--- config.mk ---
export PLATFORM = sky130hd
export DESIGN_NAME = uart_rx_byte
export DESIGN_NICKNAME = d
export VERILOG_FILES = /design/src/rtl/uart_pkg.sv /design/src/rtl/sync_2ff.sv /design/src/rtl/uart_rx_byte.sv
export SDC_FILE = /design/constraint.sdc
export NUM_CORES = 1
export LEC_CHECK = 0
export CORE_MARGIN = 1.5
export CORE_UTILIZATION = 59
export CTS_CLUSTER_SIZE = 24
export DETAILED_ROUTE_END_ITERATION = 8
export PLACE_DENSITY = 0.82
export SYNTH_ARGS = -nofsm -noshare
export SYNTH_HDL_FRONTEND = slang
export SYNTH_SLANG_ARGS = --single-unit
export TNS_END_PERCENT = 1
--- constraint.sdc ---
create_clock -name clk_50M -period 4.1 [get_ports clk_50M]
set_input_delay 1.025 -clock clk_50M [delete_from_list [all_inputs] [get_ports clk_50M]]
set_output_delay 1.025 -clock clk_50M [all_outputs]
set_load 0.1 [all_outputs]
--- src/rtl/uart_pkg.sv ---
// Shared definitions for the UART receive path: receiver FSM states,
// default bit timing for 115200 baud on a 50 MHz clock, and character width.
package uart_pkg;

    // 50 MHz / 115200 baud, rounded to the nearest whole cycle.
    localparam int CLKS_PER_BIT_115200 = 434;

    // Data bits per character (8N1 framing).
    localparam int UART_BITS = 8;

    typedef enum logic [1:0] {
        IDLE,
        START,
        DATA,
        STOP
    } rx_state_e;

endpackage

--- src/rtl/sync_2ff.sv ---
// Generic single-bit two-flop synchronizer for asynchronous inputs.
// Ports:
//   i_clk - destination clock
//   i_rst - synchronous active-high reset; both flops load RST_VAL
//   i_d   - asynchronous input
//   o_q   - synchronized output, two cycles after a change on i_d
module sync_2ff #(
    parameter logic RST_VAL = 1'b1
) (
    input  logic i_clk,
    input  logic i_rst,
    input  logic i_d,
    output logic o_q
);

    logic r_meta;
    logic r_sync;

    always_ff @(posedge i_clk) begin
        if (i_rst) begin
            r_meta <= RST_VAL;
            r_sync <= RST_VAL;
        end else begin
            r_meta <= i_d;
            r_sync <= r_meta;
        end
    end

    assign o_q = r_sync;

endmodule

--- src/rtl/uart_rx_byte.sv ---
// 8N1 UART byte receiver: synchronizes the serial line, samples each bit
// at its midpoint and presents the received byte with a one-cycle strobe.
// Ports:
//   clk_50M     - system clock, rising edge
//   reset       - synchronous active-high reset
//   uart_rx     - asynchronous serial input, idle high
//   rx_msg      - last correctly framed byte, held until the next good frame
//   rx_complete - one-cycle pulse when rx_msg is updated
//   frame_error - one-cycle pulse when the stop bit was sampled low
//   rx_busy     - high whenever the receiver is not idle
module uart_rx_byte
    import uart_pkg::*;
#(
    parameter int CLKS_PER_BIT = CLKS_PER_BIT_115200
) (
    input  logic                 clk_50M,
    input  logic                 reset,
    input  logic                 uart_rx,
    output logic [UART_BITS-1:0] rx_msg,
    output logic                 rx_complete,
    output logic                 frame_error,
    output logic                 rx_busy
);

    localparam int CW = $clog2(CLKS_PER_BIT);

    // Start bit is checked half a bit in, which places every later
    // sample at the centre of its bit cell.
    localparam logic [CW-1:0] HALF_M1 = CW'(CLKS_PER_BIT / 2 - 1);
    localparam logic [CW-1:0] FULL_M1 = CW'(CLKS_PER_BIT - 1);

    logic                 w_rx_s;

    rx_state_e            r_state;
    logic [CW-1:0]        r_cnt;
    logic [2:0]           r_bit_idx;
    logic [UART_BITS-1:0] r_shift;
    logic [UART_BITS-1:0] r_msg;
    logic                 r_complete;
    logic                 r_ferr;

    rx_state_e            w_state_nxt;
    logic [CW-1:0]        w_cnt_nxt;
    logic [2:0]           w_bit_idx_nxt;
    logic [UART_BITS-1:0] w_shift_nxt;
    logic [UART_BITS-1:0] w_msg_nxt;
    logic                 w_complete_nxt;
    logic                 w_ferr_nxt;

    sync_2ff #(
        .RST_VAL (1'b1)
    ) u_sync (
        .i_clk (clk_50M),
        .i_rst (reset),
        .i_d   (uart_rx),
        .o_q   (w_rx_s)
    );

    always_ff @(posedge clk_50M) begin
        if (reset) begin
            r_state    <= IDLE;
            r_cnt      <= '0;
            r_bit_idx  <= '0;
            r_shift    <= '0;
            r_msg      <= '0;
            r_complete <= 1'b0;
            r_ferr     <= 1'b0;
        end else begin
            r_state    <= w_state_nxt;
            r_cnt      <= w_cnt_nxt;
            r_bit_idx  <= w_bit_idx_nxt;
            r_shift    <= w_shift_nxt;
            r_msg      <= w_msg_nxt;
            r_complete <= w_complete_nxt;
            r_ferr     <= w_ferr_nxt;
        end
    end

    always_comb begin
        w_state_nxt    = r_state;
        w_cnt_nxt      = r_cnt + CW'(1);
        w_bit_idx_nxt  = r_bit_idx;
        w_shift_nxt    = r_shift;
        w_msg_nxt      = r_msg;
        w_complete_nxt = 1'b0;
        w_ferr_nxt     = 1'b0;

        unique case (r_state)
            IDLE: begin
                w_cnt_nxt = '0;
                if (!w_rx_s) begin
                    w_state_nxt = START;
                end
            end

            START: begin
                if (r_cnt == HALF_M1) begin
                    w_cnt_nxt = '0;
                    if (w_rx_s) begin
                        // Line already back high: a glitch, not a start bit.
                        w_state_nxt = IDLE;
                    end else begin
                        w_state_nxt   = DATA;
                        w_bit_idx_nxt = '0;
                    end
                end
            end

            DATA: begin
                if (r_cnt == FULL_M1) begin
                    w_cnt_nxt     = '0;
                    w_shift_nxt   = {w_rx_s, r_shift[UART_BITS-1:1]};
                    w_bit_idx_nxt = r_bit_idx + 3'd1;
                    if (r_bit_idx == 3'd7) begin
                        w_state_nxt = STOP;
                    end
                end
            end

            STOP: begin
                if (r_cnt == FULL_M1) begin
                    // Leave at mid stop bit so a following start edge
                    // with no idle gap is still caught.
                    w_cnt_nxt   = '0;
                    w_state_nxt = IDLE;
                    if (w_rx_s) begin
                        w_msg_nxt      = r_shift;
                        w_complete_nxt = 1'b1;
                    end else begin
                        w_ferr_nxt = 1'b1;
                    end
                end
            end

            default: begin
                w_state_nxt = IDLE;
                w_cnt_nxt   = '0;
            end
        endcase
    end

    assign rx_msg      = r_msg;
    assign rx_complete = r_complete;
    assign frame_error = r_ferr;
    assign rx_busy     = (r_state != IDLE);

endmodule

==> metrics.txt, run 1 <==
run status=finished, final reports clean; remaining antenna violation count after routing=0; DRC violations left=0; count of synthesis-stage warnings from yosys=0; required arrival time at the worst endpoint=3.07 ns; number of placed I/O pins=14; delay-heaviest family, CP=buffers and inverters; cell taking the most area after synthesis=sky130_fd_sc_hd__dfxtp_1; maximum clock path buffer count=2; CTS tree=done; placed wire-length estimate after detailed placement=1750 um; area of the core=0.00225 mm2; vias in the first global route=1047; transition time of the tightest slew-check pin=0.989 ns; P_leak=0.591 nW; number of port buffers=13; Critical path buffers and inverters=1; clock period minus final worst setup slack=3.25 ns; area delta synth->final=16.8%; clk_skew=0.0105 ns; post-synthesis cell count=141; share of cells above drive strength 1=12.0%; initial antenna violation count=0; clock buffers created by TritonCTS=5; worst slack on hold paths=0.419 ns; delay of the slowest critical-path stage=1.12 ns; fillers=175; WL final=2520 um; count of distinct cell types in the synthesized netlist=32; critical path cell sequence=or2_2 -> clkdlybuf4s50_1; DRT Pass-1 Iters=4; flop and latch count out of synthesis=34; count of endpoints failing hold in the final timing report=0; routability-driven placement congestion ratio=0.743; critical path arrival=2.22 ns; drt first-iter violations=4; wire length of the first global-routing pass=4400 um; Setup crit end kind=primary output; RSZ-0062 raised after global routing=false; Placement Rows=17; Critical Path Start Type=flop; Initial Utilization=63.2%; total overflow reported by the global router=0; htree depth=2; final max-slew violation count=0; n_diodes=0; sequential cell area=681 um2; average wire per standard cell=13.5 um; largest fanout on the critical path=12; maximum clock frequency=308 MHz; Synth area leaders=sky130_fd_sc_hd__dfxtp_1 48%, sky130_fd_sc_hd__mux2i_1 11%, sky130_fd_sc_hd__nor2_1 7.4%, sky130_fd_sc_hd__ha_1 4.4%, sky130_fd_sc_hd__xnor2_1 3.1%; Avg Cell Area, Syn=10.1 um2; total negative setup slack=0 ns; Vert. Die Dim=52.1 um; share of the synthesized area in the top cell type=47.8%; Post-Syn Area=0.00143 mm2; Power Density=355 mW/mm2; buffers inserted during post-CTS setup optimization=0; share of the clock period used by the worst path=79.3%; sequential element share of the synthesized area=47.8%; all-layer global routing usage=22.2%; clock-pin slew on the worst setup and hold paths=0.10 ns; slowest cell on the critical path=sky130_fd_sc_hd__clkdlybuf4s50_1; final core utilization=73.8%; area of combinational cells with multiple inputs=703 um2; quantity of gates resized following cts=0; number of hold buffers added after CTS=0; post-synth net total=149; CTS root buf=sky130_fd_sc_hd__clkbuf_4; average via count per standard cell=5.59; Setup CP Type=reg -> out; clock latency at the later pin of the worst-skew pair=0.32 ns; final count of negative-setup-slack endpoints=0; Total Die Area=0.00272 mm2; sinks on the clock net=34; width of the die=52.1 um; worst min path class=reg -> reg; largest net degree at the start of global routing=26; total via count in the routed design=1039; number of nets at the end of the flow=166; worst slew margin relative to its limit=33.9%; max cap viols=0; commonest cells after routing, fill and taps aside=34 x sky130_fd_sc_hd__dfxtp_1, 28 x sky130_fd_sc_hd__nor2_1, 16 x sky130_fd_sc_hd__mux2i_1; most frequent standard cell in the layout excluding fill and tap cells=sky130_fd_sc_hd__dfxtp_1; VDD IR-drop max=0.297 mV
## routing by layer
layer,vias up,routed length (um),part of all wire (%),global-route usage (%)
li1,520,-,-,-
met1,496,1160,46,25.6
met2,18,1250,50,38.6
met3,5,64,2.5,6.03
met4,0,43,1.7,8.97
met5,-,0,0,0
## cells in the mapped netlist (all sizes together)
master,count
a211oi,1
xor2,2
buf,1
nand3b,3
xnor2,5
nor3b,1
nor4,3
nand4,2
clkbuf,4
and4,1
ha,5
a21oi,5
o211ai,2
inv,5
nand4b,1
nand2b,1
o21a,1
nor4b,2
nand4bb,1
or2,4
nor3,2
o41ai,1
nand2,5
nand3,4
o21ai,1
mux2i,16
nor2,28
dfxtp,34
## layout make-up
class                      instances  share of cell area, %
clock buffer                       6                   3.08
clock inverter                     1                   1.80
inverter                           5                   1.13
multi-input combinational         97                   42.3
sequential                        34                   40.9
tap                               28                   2.11
timing repair buffer              15                   8.72
## stage by stage
| stage | cell area (um2) | setup WS (ns) | std cells | power (mW) |
|---|---|---|---|---|
| floorplan | 1430 | 2.00 | 141 | 0.348 |
| global placement | 1580 | 1.29 | 179 | 0.352 |
| detailed placement | 1580 | 1.23 | 179 | 0.352 |
| CTS | 1660 | 0.838 | 186 | 0.597 |
| global route | 1660 | 0.768 | 186 | 0.611 |
| finish | 1660 | 0.850 | 186 | 0.591 |
## flip-flops by register name, indices dropped and copies added (netlist names), named ones only
signal,cells
u_sync.r_meta,1
r_state,1
frame_error,1
rx_complete,1
r_bit_idx,3
rx_msg,8
r_cnt,9
r_shift,8
u_sync.o_q,1
## power by group
part / internal (mW) / switching, mW
sequential: 0.331 / 0.00115
clock: 0.142 / 0.105
combinational: 0.00423 / 0.00810
total: 0.477 / 0.114
## cells by family after synthesis
group	synth area share, %
compound gates	5.18
xor+xnor	4.30
fa+ha+maj	4.39
buf+inv	2.90
flops	47.8
mux	11.2
simple gates	24.2
## path summary, 6_finish.rpt
check	from	end	slack, ns	cells after the start
worst max-delay path	flop	rx_busy	0.85	2
worst min-delay path	u_sync.r_meta	u_sync.o_q	0.42	1
worst max register to register	r_cnt[0]	rx_msg[6]	2.12	5
worst min register to register	u_sync.r_meta	u_sync.o_q	0.42	1
Note: power is estimated with default switching activity, not from simulation.
==> inputs of run 2 (changes only) <==
--- a/config.mk
+++ b/config.mk
@@ -6,10 +6,10 @@
 export NUM_CORES = 1
 export LEC_CHECK = 0
 export CORE_MARGIN = 1.5
-export CORE_UTILIZATION = 59
+export CORE_UTILIZATION = 55
 export CTS_CLUSTER_SIZE = 24
 export DETAILED_ROUTE_END_ITERATION = 8
-export PLACE_DENSITY = 0.82
+export PLACE_DENSITY = 0.77
 export SYNTH_ARGS = -nofsm -noshare
 export SYNTH_HDL_FRONTEND = slang
 export SYNTH_SLANG_ARGS = --single-unit
==> constraint.sdc (replaced) <==
create_clock -name clk_50M -period 3 [get_ports clk_50M]
set_input_delay 0.75 -clock clk_50M [delete_from_list [all_inputs] [get_ports clk_50M]]
set_output_delay 0.75 -clock clk_50M [all_outputs]
set_load 0.1 [all_outputs]
==> run 2 against run 1 <==
  * Sequential cell count unchanged
  * Non-clock buffer count unchanged
  * Via count decreased by 1.4%
  * Critical path depth unchanged
  * Worst hold slack improved by 0.0055 ns
  * Register-to-register slack got worse by 1.1 ns
  * Combinational power increased by 35%
  * Die area increased by 6.9%
  * Core utilization decreased by 7.8 points
  * Wire length decreased by 1.5%
  * Clock skew decreased by 0.0016 ns
  * Largest cell class unchanged
==> metrics.txt, run 2 (same netlist as run 1, synthesis figures left out) <==
run status=finished, final reports clean; max cap viols=0; DRT Pass-1 Iters=4; maximum clock path buffer count=2; minimum setup slack in the final design=0.863 ns; total negative setup slack=0 ns; Worst Hold Path Cells=1; total overflow reported by the global router=0; start point of the worst hold path=u_sync.r_meta; worst slew margin relative to its limit=51.2%; fillers=204; Vert. Die Dim=53.9 um; flip-flop count of the largest register, all copies and words added=9; number of hold buffers added after CTS=0; final design instance area without fill=0.00162 mm2; CTS tree=done; R2R cell count=5; hold endpoint=u_sync.o_q; maximum clock frequency=468 MHz; largest net degree at the start of global routing=15; remaining antenna violation count after routing=0; beginning of the worst register-to-register path=r_cnt[0]; commonest cells after routing, fill and taps aside=34 x sky130_fd_sc_hd__dfxtp_1, 28 x sky130_fd_sc_hd__nor2_1, 16 x sky130_fd_sc_hd__mux2i_1; width of the die=53.9 um; all-layer global routing usage=20.1%; worst min path class=reg -> reg; share of the clock period used by the worst path=71.2%; wire length of the first global-routing pass=4080 um; buffers inserted during post-CTS setup optimization=0; quantity of gates resized following cts=0; clk_skew=0.00887 ns; routability-driven placement congestion ratio=0.766; final core utilization=66.1%; number of port buffers=13; most frequent standard cell in the layout excluding fill and tap cells=sky130_fd_sc_hd__dfxtp_1; sinks on the clock net=34; average via count per standard cell=5.42; placed wire-length estimate after detailed placement=1760 um; critical path arrival=1.39 ns; WL final=2480 um; Initial Utilization=58.1%; register with the most flip-flops=r_cnt; drt first-iter violations=14; total via count in the routed design=1024; share of cells above drive strength 1=19.5%; Setup CP Type=reg -> out; initial antenna violation count=0; number of placed I/O pins=14; Power Density=453 mW/mm2; Critical Path Start Type=flop; VDD IR-drop max=0.389 mV; DP Area=0.00156 mm2; transition time of the tightest slew-check pin=0.727 ns; P_leak=0.603 nW; average wire per standard cell=13.1 um; area delta synth->final=13.8%; pre-CTS worst setup slack=0.898 ns; Total Die Area=0.00291 mm2; final max-slew violation count=0; final count of negative-setup-slack endpoints=0; number of nets at the end of the flow=166; htree depth=2; area of the core=0.00245 mm2; worst slack on hold paths=0.425 ns; required arrival time at the worst endpoint=2.25 ns; Setup crit end kind=primary output; DRC violations left=0; clock buffers created by TritonCTS=5; clock period minus final worst setup slack=2.14 ns; CTS root buf=sky130_fd_sc_hd__clkbuf_4; clock latency at the later pin of the worst-skew pair=0.33 ns; clock-pin slew on the worst setup and hold paths=0.11 ns; count of endpoints failing hold in the final timing report=0; terminus of the critical flop-to-flop path=rx_msg[7]; RSZ-0062 raised after global routing=false; n_diodes=0; minimum setup slack among reg-to-reg paths=1.07 ns; largest fanout on the critical path=12; vias in the first global route=921; Placement Rows=18
[run 2: cell types whose count changed in the layout (fill, tap and decap cells not counted), sizes merged]
| cell | delta |
|---|---|
| clkdlybuf4s50 | -11 |
| clkinvlp | +1 |
| bufinv | -1 |
| buf | +11 |
| clkinv | +1 |
[run 2: critical path, stage by stage, from the launching register on]
cell and delay [ns]:
sky130_fd_sc_hd__dfxtp_1 0.56, sky130_fd_sc_hd__or2_2 0.21, sky130_fd_sc_hd__buf_4 0.29
[run 2: through the flow]
stage,std cells,power [mW]
2_1_floorplan,141,0.476
3_3_place_gp,181,0.481
3_5_place_dp,181,0.481
4_1_cts,189,0.740
5_1_grt,189,0.766
6_report,189,0.735
[run 2: routing by layer]
layer  up-vias  wire, um  track usage, %
met5         -         0               0
met4         0        21            6.41
met3         4        91            8.33
met2        18      1200            30.9
met1       486      1170            25.6
li1        516         -               -
[run 2: worst max-delay path by stage]
stage / endpoint / slack, ns / cells after the start
after floorplan: rx_busy / 1.18 / 2
after global placement: r_cnt[5] / 0.96 / 4
after detailed placement: r_cnt[6] / 0.90 / 4
after CTS: rx_busy / 0.86 / 2
after global routing: rx_busy / 0.76 / 2
final: rx_busy / 0.86 / 2
[run 2: cell type report]
type / instances / area [um2] / share of cell area (%)
clock buffer: 6 / 51.3 / 3.16
clock inverter: 2 / 12.5 / 0.772
inverter: 5 / 18.8 / 1.16
multi-input combinational: 97 / 703 / 43.4
sequential: 34 / 681 / 42.0
tap: 30 / 37.5 / 2.31
timing repair buffer: 15 / 118 / 7.25
[run 2: where the power goes]
group / switching [mW] / total (mW) / internal (mW)
combinational: 0.0110 / 0.0166 / 0.00561
clock: 0.152 / 0.264 / 0.113
sequential: 0.00174 / 0.454 / 0.453
